<file path="src/rtl/msrv32_pkg.sv">
// msrv32_pkg: shared RV32I constants, opcode values and instruction field slices.
package msrv32_pkg;
  localparam logic [31:0] NOP_INSTR = 32'h0000_0013;
  localparam logic [6:0] OPCODE_LUI      = 7'b0110111;
  localparam logic [6:0] OPCODE_AUIPC    = 7'b0010111;
  localparam logic [6:0] OPCODE_JAL      = 7'b1101111;
  localparam logic [6:0] OPCODE_JALR     = 7'b1100111;
  localparam logic [6:0] OPCODE_BRANCH   = 7'b1100011;
  localparam logic [6:0] OPCODE_LOAD     = 7'b0000011;
  localparam logic [6:0] OPCODE_STORE    = 7'b0100011;
  localparam logic [6:0] OPCODE_OP_IMM   = 7'b0010011;
  localparam logic [6:0] OPCODE_OP       = 7'b0110011;
  localparam logic [6:0] OPCODE_MISC_MEM = 7'b0001111;
  localparam logic [6:0] OPCODE_SYSTEM   = 7'b1110011;
  localparam int OPCODE_MSB = 6;
  localparam int OPCODE_LSB = 0;
  localparam int IMM_MSB    = 31;
  localparam int IMM_LSB    = 7;
  // every RV32I opcode ends in 2'b11, so the set test also covers the quadrant bits
  function automatic logic is_legal(input logic [31:0] instr);
    return instr[OPCODE_MSB:OPCODE_LSB] inside {OPCODE_LUI, OPCODE_AUIPC, OPCODE_JAL,
      OPCODE_JALR, OPCODE_BRANCH, OPCODE_LOAD, OPCODE_STORE, OPCODE_OP_IMM, OPCODE_OP,
      OPCODE_MISC_MEM, OPCODE_SYSTEM};
  endfunction
endpackage

</file>
<file path="src/rtl/msrv32_sync_fifo.sv">
// msrv32_sync_fifo: generic synchronous FIFO with clear; a same-cycle read frees a slot for a write.
module msrv32_sync_fifo #(
  parameter int WIDTH = 64,
  parameter int DEPTH = 2
) (
  input  logic                     clk,
  input  logic                     rst,
  input  logic                     clr,
  input  logic                     wr_valid,
  output logic                     wr_ready,
  input  logic [WIDTH-1:0]         wr_data,
  output logic                     rd_valid,
  input  logic                     rd_ready,
  output logic [WIDTH-1:0]         rd_data,
  output logic [$clog2(DEPTH):0]   count
);
  localparam int AW = $clog2(DEPTH);
  localparam logic [AW:0] FULL = (AW+1)'(DEPTH);
  logic [WIDTH-1:0] mem [DEPTH];
  logic [AW-1:0] wp, rp;
  logic wr, rd;
  assign rd_valid = count != '0;
  assign rd = rd_valid & rd_ready & ~clr;
  assign wr_ready = (count != FULL) | rd | clr;
  assign wr = wr_valid & wr_ready & ~clr;
  assign rd_data = mem[rp];
  always_ff @(posedge clk)
    if (wr) mem[wp] <= wr_data;
  always_ff @(posedge clk) begin
    if (rst | clr) begin
      wp <= '0;
      rp <= '0;
      count <= '0;
    end else begin
      if (wr) wp <= wp + 1'b1;
      if (rd) rp <= rp + 1'b1;
      count <= (wr & ~rd) ? count + 1'b1 : (rd & ~wr) ? count - 1'b1 : count;
    end
  end
endmodule

</file>
<file path="src/rtl/msrv32_instr_fetch_buffer.sv">
// msrv32_instr_fetch_buffer: elastic {pc, instr} buffer between imem and decode, NOP when empty.
// Optional ILLEGAL_OPCODE_CHECK_EN adds a registered illegal_instr_out flag per entry.
module msrv32_instr_fetch_buffer
  import msrv32_pkg::*;
#(
  parameter int          DEPTH     = 2,
  parameter logic [31:0] NOP_INSTR = msrv32_pkg::NOP_INSTR,
  parameter logic [31:0] RESET_PC  = 32'h0000_0000
) (
  input  logic                   clk_in,
  input  logic                   rst_in,
  input  logic [31:0]            instr_in,
  input  logic [31:0]            pc_in,
  input  logic                   in_valid_in,
  output logic                   in_ready_out,
  input  logic                   flush_in,
  input  logic                   out_ready_in,
  output logic                   out_valid_out,
  output logic [31:0]            instr_out,
  output logic [31:0]            pc_out,
  output logic [$clog2(DEPTH):0] count_out
`ifdef ILLEGAL_OPCODE_CHECK_EN
  ,
  output logic                   illegal_instr_out
`endif
);
`ifdef ILLEGAL_OPCODE_CHECK_EN
  localparam int W = 65;
`else
  localparam int W = 64;
`endif
  logic [W-1:0] wr_data, rd_data;
`ifdef ILLEGAL_OPCODE_CHECK_EN
  assign wr_data = {~is_legal(instr_in), pc_in, instr_in};
  assign illegal_instr_out = out_valid_out & rd_data[64];
`else
  assign wr_data = {pc_in, instr_in};
`endif
  msrv32_sync_fifo #(.WIDTH(W), .DEPTH(DEPTH)) u_fifo (
    .clk      (clk_in),
    .rst      (rst_in),
    .clr      (flush_in),
    .wr_valid (in_valid_in),
    .wr_ready (in_ready_out),
    .wr_data  (wr_data),
    .rd_valid (out_valid_out),
    .rd_ready (out_ready_in),
    .rd_data  (rd_data),
    .count    (count_out)
  );
  // storage is never reset, so the empty mux hides stale entries
  assign instr_out = out_valid_out ? rd_data[31:0] : NOP_INSTR;
  assign pc_out = out_valid_out ? rd_data[63:32] : RESET_PC;
endmodule

</file>
<file path="config.mk">
export PLATFORM = sky130hd
export DESIGN_NAME = msrv32_instr_fetch_buffer
export DESIGN_NICKNAME = d
export VERILOG_FILES = /design/src/rtl/msrv32_pkg.sv /design/src/rtl/msrv32_sync_fifo.sv /design/src/rtl/msrv32_instr_fetch_buffer.sv
export SDC_FILE = /design/constraint.sdc
export NUM_CORES = 1
export LEC_CHECK = 0
export BUFFER_PORTS_ARGS = -buffer_cell sky130_fd_sc_hd__buf_2
export CAP_MARGIN = 20
export CORE_MARGIN = 2
export CORE_UTILIZATION = 40
export DETAILED_ROUTE_END_ITERATION = 10
export HOLD_SLACK_MARGIN = 0.05
export SETUP_SLACK_MARGIN = 0.3
export SYNTH_ARGS = -nofsm -noshare
export SYNTH_HDL_FRONTEND = slang
export SYNTH_SLANG_ARGS = --single-unit
</file>
<file path="constraint.sdc">
create_clock -name clk_in -period 6.28 [get_ports clk_in]
set_clock_uncertainty 0.1 [all_clocks]
set_input_delay 1.256 -clock clk_in [delete_from_list [all_inputs] [get_ports clk_in]]
set_output_delay 1.256 -clock clk_in [all_outputs]
set_load 0.1 [all_outputs]
</file>
== Yosys cells after proc, flatten, opt, wreduce, memory -nomap -nowiden ==
Memories as Yosys holds them, arrays and structs flattened. A register that Yosys moved wholly into a read port is not among the register bits.
Index checks and enable logic that the tools add are counted.
Storage, ports and cells
  output and inout port bits: 68
  memory bits (writable): 128
  memories: 1
  logic and storage cells: 31
  input port bits: 69
  register bits: 4
Memory list
  u_fifo.mem: depth 2, bits a word 64, read ports 1, clocked after memory_dff 1, wr ports 1, RTL line msrv32_sync_fifo.sv:19  | logic [WIDTH-1:0] mem [DEPTH];
Operators by class
  bitwise logic cells: 12
  equality and inequality tests: 1
  multiplexer cells: 8
  reductions and logical operators: 2
  add/subtract/negate cells: 4
Operator list (count)
  $mux 32: 2
  $and 1x1->1: 6
  $mux 1: 4
  $mux 2: 2
  $reduce_bool 2->1: 2
  $not 1->1: 3
  $or 1x1->1: 3
  $add 1x1->1 const B: 2
  $add 2x1->2 const B: 1
  $ne 2x2->1 const B: 1
  $sub 2x1->2 const B: 1

== Longest topological paths before layout ==
Gate-level depths: netlist of run 1.
  word-level depth: 11
  gate-level depth with buffers: 6
  gate-level depth less buffers: 6

== Hierarchy ==
From an unflattened synthesis of run 1, not the netlist that was laid out.
Second synthesis, totals
  cells, all modules: 298
  area total of the unflattened synthesis: 5395.2 sq um
Modules (own cells, without submodules)
  msrv32_sync_fifo: cells an instance 228, sequential area each 3943.8 sq um, instances 1, area each 4892.2 sq um
  msrv32_instr_fetch_buffer: cells an instance 70, sequential area each 0.0 sq um, instances 1, area each 503.0 sq um

== Worst setup path after synthesis of run 1 ==
No wires, ideal clock.
  path kind: input port to flip-flop
  start point: input port out_ready_in
  end point: memory u_fifo.mem[0][0], enable pin
  library setup time: 494 ps
  cell stages on the path: 3
  required time: 5686 ps
  slack: 1195 ps
  arrival: 4491 ps
  path buffers: 0
  cell sequence: nor3b_1 -> nor3b_2 -> nor2b_1
Between the ends
  longest elaborated chain between the ends: 8
Ends and longest elaborated chain
  start: declaration: RTL line msrv32_instr_fetch_buffer.sv:17  | input logic out_ready_in,
  $and 1x1->1 (2 in a row): RTL line msrv32_sync_fifo.sv:23  | assign rd = rd_valid & rd_ready & ~clr;
  $or 1x1->1 (2 in a row): RTL line msrv32_sync_fifo.sv:24  | assign wr_ready = (count != FULL) | rd | clr;
  $and 1x1->1 (2 in a row): RTL line msrv32_sync_fifo.sv:25  | assign wr = wr_valid & wr_ready & ~clr;
  $mux 1: RTL line msrv32_sync_fifo.sv:28  | if (wr) mem[wp] <= wr_data;
  $mux 1 (not written as such): RTL line msrv32_sync_fifo.sv:28
  end: declaration: RTL line msrv32_sync_fifo.sv:19
No other way between the ends.

== Worst setup path after layout of run 1 ==
  start point: register u_fifo.count[0]
  end point: output port instr_out[24]
Between the ends
  longest elaborated chain between the ends: 2
Ends and longest elaborated chain
  start: declaration: RTL line msrv32_sync_fifo.sv:15  | output logic [$clog2(DEPTH):0] count
  start signal: assignment: RTL line msrv32_sync_fifo.sv:37  | count <= (wr & ~rd) ? count + 1'b1 : (rd & ~wr) ? count - 1'b1 : count;
  $reduce_bool 2->1: RTL line msrv32_sync_fifo.sv:22  | assign rd_valid = count != '0;
  $mux 32: RTL line msrv32_instr_fetch_buffer.sv:52  | assign instr_out = out_valid_out ? rd_data[31:0] : NOP_INSTR;
  end: declaration: RTL line msrv32_instr_fetch_buffer.sv:19  | output logic [31:0] instr_out,
No other way between the ends.

==> flow_metrics.tcl, run 1 <==
set metrics [dict create \
    cap_viol_max_count 0 \
    die_y_um 117 \
    final.period_utilization_pct 56.5 \
    run_status "completed" \
    post_synth.cell_area_avg_um2 17.0 \
    fillerInstances 1071 \
    fmax_mhz 282 \
    tritoncts.num_buffers 17 \
    cts_max_path_buffers 2 \
    syn-instance-count 298 \
    hold_path_startpoint "u_fifo.rp$_SDFFE_PP0P_" \
    detail_route.first_pass.iterations 4 \
    drtIter0Drc 148 \
    met3_layer_usage_reported_by_global_route_pct 5.03 \
    grt_util_met2_pct 23.8 \
    report.final.setup_viol 0 \
    leakagePower_nw 2.44 \
    detail_route.drc_violations 0 \
    timing.final.max_slew_violations 0 \
    finish.utilization_pct 52.6 \
    final_net_count 514 \
    end_kind "output port" \
    synthesis.nets 368 \
    final.min_clock_period_ns 3.55 \
    ys_seq_area_share_pct 77.9 \
    worstSetupPathType "register to output port" \
    floorplan.initialDensity_pct 40.6 \
    timing.rr.end "u_fifo.mem[0][44]$_DFFE_PP_" \
    grt_util_all_layers_pct 14.2 \
    grt_pass1_vias 2850 \
    floorplan.rows 41 \
    weighted_congestion_at_the_end_of_routability_driven_global_placement 0.706 \
    reg2regPathDepth 5 \
    route.detailed.wl_per_inst_um 15.0 \
    worst_path_required_ns 4.92 \
    global_route_wire_length_before_repair_um 13900 \
    post_cts.repair.setup_buffers 0 \
    globalRouteOverflowTotal 0 \
    h-tree-depth 4 \
    post_cts_hold_buffer_count 0 \
    worst_r2r_startpoint "u_fifo.count[0]$_SDFFE_PP0P_" \
    detail_route.wirelength_um 9440 \
    floorplan.die_area_mm2 0.0136 \
    unrepaired_setup_endpoints_after_global_routing "no" \
    timing.final.ws_setup_ns 2.73 \
    critical_path_cell_by_cell "nor2_4 -> buf_4 -> nor2_1 -> buf_2" \
    finalSetupTns_ns 0 \
    layout-drive-gt1-share_pct 38.4 \
    finalHoldViolCount 0 \
    clk_latency_ns 0.41 \
    antenna_found_initial 0 \
    gr-usage-met1_pct 16.2 \
    numPortBuffers 136 \
    hold_depth 2 \
    cts-root-buf "sky130_fd_sc_hd__clkbuf_16" \
    clk_transition_reported_paths_ns 0.06 \
    syn_area_mm2 0.00506 \
    setup.reg_to_reg.worst_slack_ns 3.70 \
    postCtsResizedCells 0 \
    crit_path_start_kind "register" \
    drt-vias-per-instance 4.54 \
    tightestPinTransition_ns 0.885 \
    vdd.ir_drop.worst_v 0.000152 \
    num_io_pins 137 \
    ys_seq_elements 133 \
    detailed_place_hpwl_um 5820 \
    worst_path_max_delay_cell "sky130_fd_sc_hd__buf_4" \
    detailedPlace.worstSlack_ns 2.52 \
    globalRoute.busiestLayer "met2" \
    relSlewSlack_pct 41.0 \
    clock_tree_from_tritoncts "done" \
    detail-route-antenna-nets 0 \
    area_growth_syn_to_layout_pct 29.4 \
    dieWidth_um 117 \
    floorplan.core_area_mm2 0.0125 \
    cpPeakStageDelay_ns 0.49 \
    cts_num_sinks 133 \
    powerDensity_mw_per_mm2 342 \
    mostFrequentLayoutCells "sky130_fd_sc_hd__buf_2, sky130_fd_sc_hd__edfxtp_1, sky130_fd_sc_hd__mux2i_1, sky130_fd_sc_hd__nor2_1, sky130_fd_sc_hd__clkbuf_16" \
    maximum_number_of_pins_on_one_net_before_global_route_repair 65 \
    post_synth_num_cell_types 20 \
    synth_warnings 0 \
    crit_arrival_ns 2.19 \
    antennaDiodeCount 0 \
    route.vias.total 2848 \
    final_common_cell "sky130_fd_sc_hd__buf_2" \
    timing.hold.worst.class "register to register" \
    crit_fanout 44 \
]
critical path: cells and delay by family, from the launching register on:
kind | cells | cell delay, ns
DFF | 1 | 0.39
and+or+nand+nor | 2 | 0.54
buffers and inverters | 2 | 0.80
worst max-delay path by stage:
stage	endpoint	from	cells past startpoint	slack (ns)
final	instr_out[24]	u_fifo.count[0]$_SDFFE_PP0P_	4	2.73
after global routing	pc_out[3]	u_fifo.count[0]$_SDFFE_PP0P_	4	2.53
after CTS	pc_out[10]	register	3	2.54
after detailed placement	u_fifo.mem[0][61]$_DFFE_PP_	out_ready_in	5	2.52
after global placement	u_fifo.mem[0][61]$_DFFE_PP_	out_ready_in	5	2.58
after floorplan	u_fifo.mem[0][0]$_DFFE_PP_	out_ready_in	3	1.20
registers in the layout (all words and copies together) (netlist names), named ones only:
name,flops
u_fifo.wp,1
u_fifo.mem,128
u_fifo.count,2
u_fifo.rp,1
metrics by stage:
| stage | area, um2 | instances | power [mW] | hold WS [ns] |
|---|---|---|---|---|
| final | 6550 | 628 | 2.24 | 0.410 |
| after global routing | 6550 | 628 | 2.32 | 0.451 |
| after CTS | 6500 | 626 | 2.27 | 0.416 |
| after detailed placement | 5910 | 595 | 1.29 | 0.393 |
| after global placement | 5910 | 595 | 1.29 | 0.386 |
| after floorplan | 5060 | 298 | 1.23 | 0.352 |
final cells by class:
cell class / count / area (um2) / area share, %
Sequential cell: 133 / 3950 / 60.2
Multi-Input combinational cell: 151 / 1050 / 16.0
Timing Repair Buffer: 140 / 751 / 11.5
Clock buffer: 17 / 425 / 6.49
Tap cell: 172 / 215 / 3.28
Clock inverter: 14 / 161 / 2.46
Inverter: 1 / 3.75 / 0.0573
power breakdown:
group	switching, mW	internal [mW]
clock	0.353	0.618
combinational	0.213	0.0512
sequential	0.00859	1.00
cell families (layout without fill, tap and decap cells):
kind of cell             count (synthesis)  in the layout  share of synthesized area (%)
AO/OA/AOI/OAI                            3              3                          0.296
XOR/XNOR                                 3              3                          0.519
adder cells (fa/ha/maj)                  1              1                          0.247
buffers and inverters                   14            172                           1.70
flip-flops                             133            133                           77.9
multiplexers                            65             65                           12.8
AND/OR/NAND/NOR                         79             79                           6.52
per-layer routing:
metal	vias to the layer above	wire (um)
li1	1398	-
met1	1356	3900
met2	82	4820
met3	12	554
met4	0	163
met5	-	0
synthesized netlist by cell type:
cell type / instances / share of area (%)
sky130_fd_sc_hd__nor3b_2: 1 / 0.25
sky130_fd_sc_hd__dfxtp_1: 5 / 2.0
sky130_fd_sc_hd__o21ai_0: 2 / 0.20
sky130_fd_sc_hd__nor2_2: 1 / 0.12
sky130_fd_sc_hd__edfxtp_1: 128 / 76
sky130_fd_sc_hd__buf_2: 6 / 0.59
sky130_fd_sc_hd__nor3b_1: 1 / 0.15
sky130_fd_sc_hd__or2_2: 2 / 0.25
sky130_fd_sc_hd__or3_1: 2 / 0.25
sky130_fd_sc_hd__nand2_1: 4 / 0.30
sky130_fd_sc_hd__a21oi_1: 1 / 0.099
sky130_fd_sc_hd__mux2i_1: 65 / 13
sky130_fd_sc_hd__inv_1: 1 / 0.074
sky130_fd_sc_hd__ha_1: 1 / 0.25
sky130_fd_sc_hd__nor2_1: 65 / 4.8
sky130_fd_sc_hd__nor2b_1: 1 / 0.12
sky130_fd_sc_hd__or2b_1: 1 / 0.15
sky130_fd_sc_hd__and2_1: 1 / 0.12
sky130_fd_sc_hd__xor2_1: 3 / 0.52
sky130_fd_sc_hd__buf_4: 7 / 1.0
Power figures use the tool's default switching activity.
==> run 2: changes to the inputs <==
==> constraint.sdc (replaced) <==
create_clock -name clk_in -period 3.6 [get_ports clk_in]
set_clock_uncertainty 0.1 [all_clocks]
set_input_delay 0.72 -clock clk_in [delete_from_list [all_inputs] [get_ports clk_in]]
set_output_delay 0.72 -clock clk_in [all_outputs]
set_load 0.1 [all_outputs]
==> flow_metrics.tcl, run 2 (synthesis gave the netlist of run 1 again) <==
set metrics [dict create \
    grt_pass1_vias 3038 \
    crit_fanout 35 \
    route.vias.total 2937 \
    final_net_count 516 \
    crit_path_start_kind "register" \
    drtIter0Drc 142 \
    detail_route.first_pass.iterations 4 \
    area_growth_syn_to_layout_pct 28.1 \
    mostFrequentLayoutCells "sky130_fd_sc_hd__buf_2, sky130_fd_sc_hd__edfxtp_1, sky130_fd_sc_hd__mux2i_1" \
    globalRouteOverflowTotal 0 \
    timing.hold.worst.class "primary input to register" \
    cts-root-buf "sky130_fd_sc_hd__clkbuf_16" \
    cts_num_sinks 133 \
    global_route_wire_length_before_repair_um 14900 \
    cap_viol_max_count 0 \
    final_common_cell "sky130_fd_sc_hd__buf_2" \
    floorplan.die_area_mm2 0.0136 \
    tritoncts.num_buffers 17 \
    floorplan.rows 41 \
    registers_with_the_highest_flip_flop_counts "u_fifo.mem x128, u_fifo.count x2" \
    grt_util_all_layers_pct 15.1 \
    end_kind "output port" \
    drt-vias-per-instance 4.66 \
    leakagePower_nw 2.41 \
    timing.final.max_slew_violations 0 \
    route.detailed.wl_per_inst_um 15.6 \
    powerDensity_mw_per_mm2 572 \
    detail_route.drc_violations 0 \
    crit_arrival_ns 2.20 \
    finish.utilization_pct 52.1 \
    antennaDiodeCount 0 \
    h-tree-depth 4 \
    die_y_um 117 \
    post_cts_hold_buffer_count 0 \
    vdd.ir_drop.worst_v 0.000345 \
    largest_register_ff_count 128 \
    floorplan.initialDensity_pct 40.6 \
    tightestPinTransition_ns 0.566 \
    finalHoldViolCount 0 \
    post_cts.repair.setup_buffers 0 \
    report.final.setup_viol 0 \
    setup.reg_to_reg.worst_slack_ns 1.38 \
    worst_path_required_ns 2.78 \
    unrepaired_setup_endpoints_after_global_routing "no" \
    finalSetupTns_ns 0 \
    detailed_place_hpwl_um 6250 \
    worstSetupPathType "register to output port" \
    worst_hold_margin_ns 0.399 \
    relSlewSlack_pct 62.3 \
    detail-route-antenna-nets 0 \
    maximum_number_of_pins_on_one_net_before_global_route_repair 36 \
    fmax_mhz 331 \
    layout-drive-gt1-share_pct 38.4 \
    clock_tree_from_tritoncts "done" \
    run_status "completed" \
    max_flop_register "u_fifo.mem" \
    antenna_found_initial 1 \
    dieWidth_um 117 \
    clk_latency_ns 0.40 \
    num_io_pins 137 \
    cts_max_path_buffers 2 \
    final.min_clock_period_ns 3.02 \
    floorplan.core_area_mm2 0.0125 \
    clk_transition_reported_paths_ns 0.05 \
    detail_route.wirelength_um 9850 \
    postCtsResizedCells 0 \
    fillerInstances 1067 \
    weighted_congestion_at_the_end_of_routability_driven_global_placement 0.714 \
    numPortBuffers 136 \
    final.period_utilization_pct 83.8 \
]
## run 2: cell count changes in the layout (fill, tap and decap cells not counted), sizes merged
cell	delta
clkinv	-1
clkbuf	+6
bufinv	-2
clkinvlp	-2
inv	-1
buf	+2
## run 2: metrics by stage
step                power, mW  instance area [um2]  instances  worst slack [ns]
finish                   3.72                 6490        630             0.583
global route             3.85                 6490        630             0.472
CTS                      3.76                 6490        630             0.550
detailed placement       2.26                 5980        599             0.987
global placement         2.25                 5980        599             0.988
floorplan                2.15                 5090        298             0.103
## run 2: metal layers
metal	GRT usage (%)	wire length, um
met5	0	13
met1	17.2	4180
met4	4.84	70
met2	25.0	4850
met3	7.52	734
## run 2: final timing paths
check	cells after the start	startpoint	end
worst min-delay path	1	instr_in[22]	u_fifo.mem[1][22]$_DFFE_PP_
worst min register to register	2	u_fifo.rp$_SDFFE_PP0P_	u_fifo.rp$_SDFFE_PP0P_
worst max-delay path	4	register	instr_out[3]
worst max register to register	4	u_fifo.count[0]$_SDFFE_PP0P_	u_fifo.mem[1][18]$_DFFE_PP_
## run 2: final cells by class
type                            count  area [um2]  area share (%)
Tap cell                          172         215            3.32
Clock inverter                      8        60.1           0.925
Inverter                            1        3.75          0.0578
Timing Repair Buffer              142         751            11.6
Sequential cell                   133        3950            60.8
Multi-Input combinational cell    151        1060            16.4
Clock buffer                       23         448            6.90
## run 2: critical path, cell delays in order (launching register included)
cell and delay [ns]:
sky130_fd_sc_hd__dfxtp_4 0.71, sky130_fd_sc_hd__buf_12 0.34, sky130_fd_sc_hd__mux2i_1 0.11, sky130_fd_sc_hd__nor2_1 0.14, sky130_fd_sc_hd__buf_2 0.45
## run 2: power breakdown
part,switching (mW),internal (mW),leakage [nW]
logic,0.373,0.0885,0.945
clock network,0.562,0.930,0.249
registers,0.0160,1.75,1.22
==> run 3: changes to the inputs <==
--- a/config.mk
+++ b/config.mk
@@ -11,6 +11,7 @@
 export CORE_UTILIZATION = 40
 export DETAILED_ROUTE_END_ITERATION = 10
 export HOLD_SLACK_MARGIN = 0.05
+export PLACE_DENSITY = 0.66
 export SETUP_SLACK_MARGIN = 0.3
 export SYNTH_ARGS = -nofsm -noshare
 export SYNTH_HDL_FRONTEND = slang
==> constraint.sdc (replaced) <==
create_clock -name clk_in -period 2.7 [get_ports clk_in]
set_clock_uncertainty 0.1 [all_clocks]
set_input_delay 0.54 -clock clk_in [delete_from_list [all_inputs] [get_ports clk_in]]
set_output_delay 0.54 -clock clk_in [all_outputs]
set_load 0.1 [all_outputs]
==> flow_metrics.tcl, run 3 (synthesis gave the netlist of run 1 again) <==
set metrics [dict create \
    detail-route-antenna-nets 0 \
    cts_max_path_buffers 2 \
    finalNonFillerCells 647 \
    worst_path_max_delay_cell "sky130_fd_sc_hd__dfxtp_4" \
    floorplan.core_area_mm2 0.0125 \
    report.final.setup_viol 0 \
    cpMostUsedCell "sky130_fd_sc_hd__nor2_4" \
    clk_transition_reported_paths_ns 0.06 \
    registers_with_the_highest_flip_flop_counts "u_fifo.mem x128, u_fifo.count x2" \
    global_route_wire_length_before_repair_um 15500 \
    relSlewSlack_pct 65.5 \
    h-tree-depth 4 \
    cp.buffers_inverters 2 \
    area_growth_syn_to_layout_pct 48.8 \
    crit_fanout 25 \
    final_net_count 532 \
    finalHoldViolCount 0 \
    timing.hold.worst.class "primary input to register" \
    maximum_number_of_pins_on_one_net_before_global_route_repair 34 \
    powerDensity_mw_per_mm2 716 \
    vdd.ir_drop.worst_v 0.000395 \
    cap_viol_max_count 0 \
    antenna_found_initial 1 \
    run_status "completed" \
    layout-drive-gt1-share_pct 59.6 \
    final.period_utilization_pct 88.4 \
    largest_register_ff_count 128 \
    fillerInstances 944 \
    route.detailed.wl_per_inst_um 16.4 \
    weighted_congestion_at_the_end_of_routability_driven_global_placement 0.713 \
    final_common_cell "sky130_fd_sc_hd__edfxtp_1" \
    max_flop_register "u_fifo.mem" \
    cts_num_sinks 133 \
    detail_route.wirelength_um 10600 \
    die_y_um 117 \
    critical_path_cell_by_cell "nor2_4 -> buf_12 -> nor2_4 -> buf_2" \
    worstSetupPathType "register to output port" \
    leakagePower_nw 2.64 \
    tightestPinTransition_ns 0.521 \
    design_power_total_mw 5.39 \
    route.vias.total 3009 \
    end_kind "output port" \
    cts-root-buf "sky130_fd_sc_hd__clkbuf_16" \
    detail_route.drc_violations 0 \
    grt_pass1_vias 3063 \
    num_io_pins 137 \
    placed_cells_incl_taps 603 \
    crit_path_start_kind "register" \
    numPortBuffers 136 \
    worst_path_required_ns 2.06 \
    floorplan.rows 41 \
    detailedPlace.worstSlack_ns 0.535 \
    tritoncts.num_buffers 17 \
    detailed_place_hpwl_um 6580 \
    crit_arrival_ns 1.75 \
    dieWidth_um 117 \
    antennaDiodeCount 0 \
    timing.final.max_slew_violations 0 \
    floorplan.initialDensity_pct 40.6 \
    critical-path-top-delay-family "buffers and inverters" \
    area_taken_by_multi_input_logic_gates_mm2 0.00161 \
    detail_route.first_pass.iterations 4 \
    mostFrequentLayoutCells "sky130_fd_sc_hd__edfxtp_1, sky130_fd_sc_hd__buf_2, sky130_fd_sc_hd__nor2_4" \
    globalRouteOverflowTotal 0 \
    timing.final.ws_setup_ns 0.313 \
    fmax_mhz 419 \
    drtIter0Drc 173 \
    sequential_cell_area_mm2 0.00396 \
    cpPeakStageDelay_ns 0.37 \
    grt_util_all_layers_pct 15.4 \
    unrepaired_setup_endpoints_after_global_routing "yes" \
    drt-vias-per-instance 4.65 \
    final.min_clock_period_ns 2.39 \
    finalSetupTns_ns 0 \
    clock_tree_from_tritoncts "done" \
    clk_latency_ns 0.40 \
    floorplan.die_area_mm2 0.0136 \
]
[run 3: cell count changes in the layout (fill, tap and decap cells not counted), moves of 3 or more]
cell                         change
sky130_fd_sc_hd__buf_12          +8
sky130_fd_sc_hd__buf_2          -58
sky130_fd_sc_hd__nor2_4         +60
sky130_fd_sc_hd__mux2i_1        -20
sky130_fd_sc_hd__clkbuf_1        -6
sky130_fd_sc_hd__buf_4          +53
sky130_fd_sc_hd__clkbuf_4       +10
sky130_fd_sc_hd__nor2_1         -55
sky130_fd_sc_hd__clkinvlp_4      +6
sky130_fd_sc_hd__mux2i_2        +20
sky130_fd_sc_hd__nor2_2          -5
sky130_fd_sc_hd__nand2_1         -3
[run 3: per-stage QoR]
stage | cell area, um2 | hold WS [ns] | utilization (%)
CTS | 7300 | 0.206 | 58.5
detailed placement | 6610 | 0.417 | 53.0
floorplan | 5570 | 0.372 | -
finish | 7540 | 0.219 | 60.5
global route | 7540 | 0.204 | 60.5
global placement | 6610 | 0.386 | 53.0
[run 3: metal layers]
layer	wire [um]	GRT usage, %	up-vias
met5	7	0	-
met4	142	5.95	2
met3	646	5.76	15
met2	5150	25.4	90
met1	4660	18.3	1453
li1	-	-	1449
[run 3: layout make-up]
type	instances	area share, %
Sequential cell	133	52.5
Multi-Input combinational cell	151	21.4
Timing Repair Buffer	158	15.3
Clock buffer	17	5.65
Tap cell	172	2.86
Clock inverter	15	2.17
Inverter	1	0.0996
[run 3: worst paths after layout]
check / slack (ns) / end / startpoint / cells past startpoint
setup / recovery: 0.31 / instr_out[2] / u_fifo.count[1]$_SDFFE_PP0P_ / 4
hold / removal: 0.22 / u_fifo.mem[0][10]$_DFFE_PP_ / instr_in[10] / 1
setup reg to reg: 0.71 / u_fifo.mem[0][44]$_DFFE_PP_ / u_fifo.count[1]$_SDFFE_PP0P_ / 4
hold reg to reg: 0.43 / u_fifo.wp$_SDFFE_PP0N_ / u_fifo.wp$_SDFFE_PP0N_ / 2
[run 3: where the power goes]
| group | switching (mW) | total, mW | leakage [nW] | internal (mW) |
|---|---|---|---|---|
| logic | 0.582 | 0.789 | 1.15 | 0.207 |
| clock network | 0.823 | 2.26 | 0.276 | 1.44 |
| registers | 0.0201 | 2.35 | 1.22 | 2.33 |
| total | 1.43 | 5.39 | 2.64 | 3.97 |
[run 3: timing repair]
item	4_1_cts	5_1_grt
gates resized for setup	41	40
hold buffers	0	0
setup endpoints to repair	49	53
buffers inserted	0	10
gates cloned	0	2
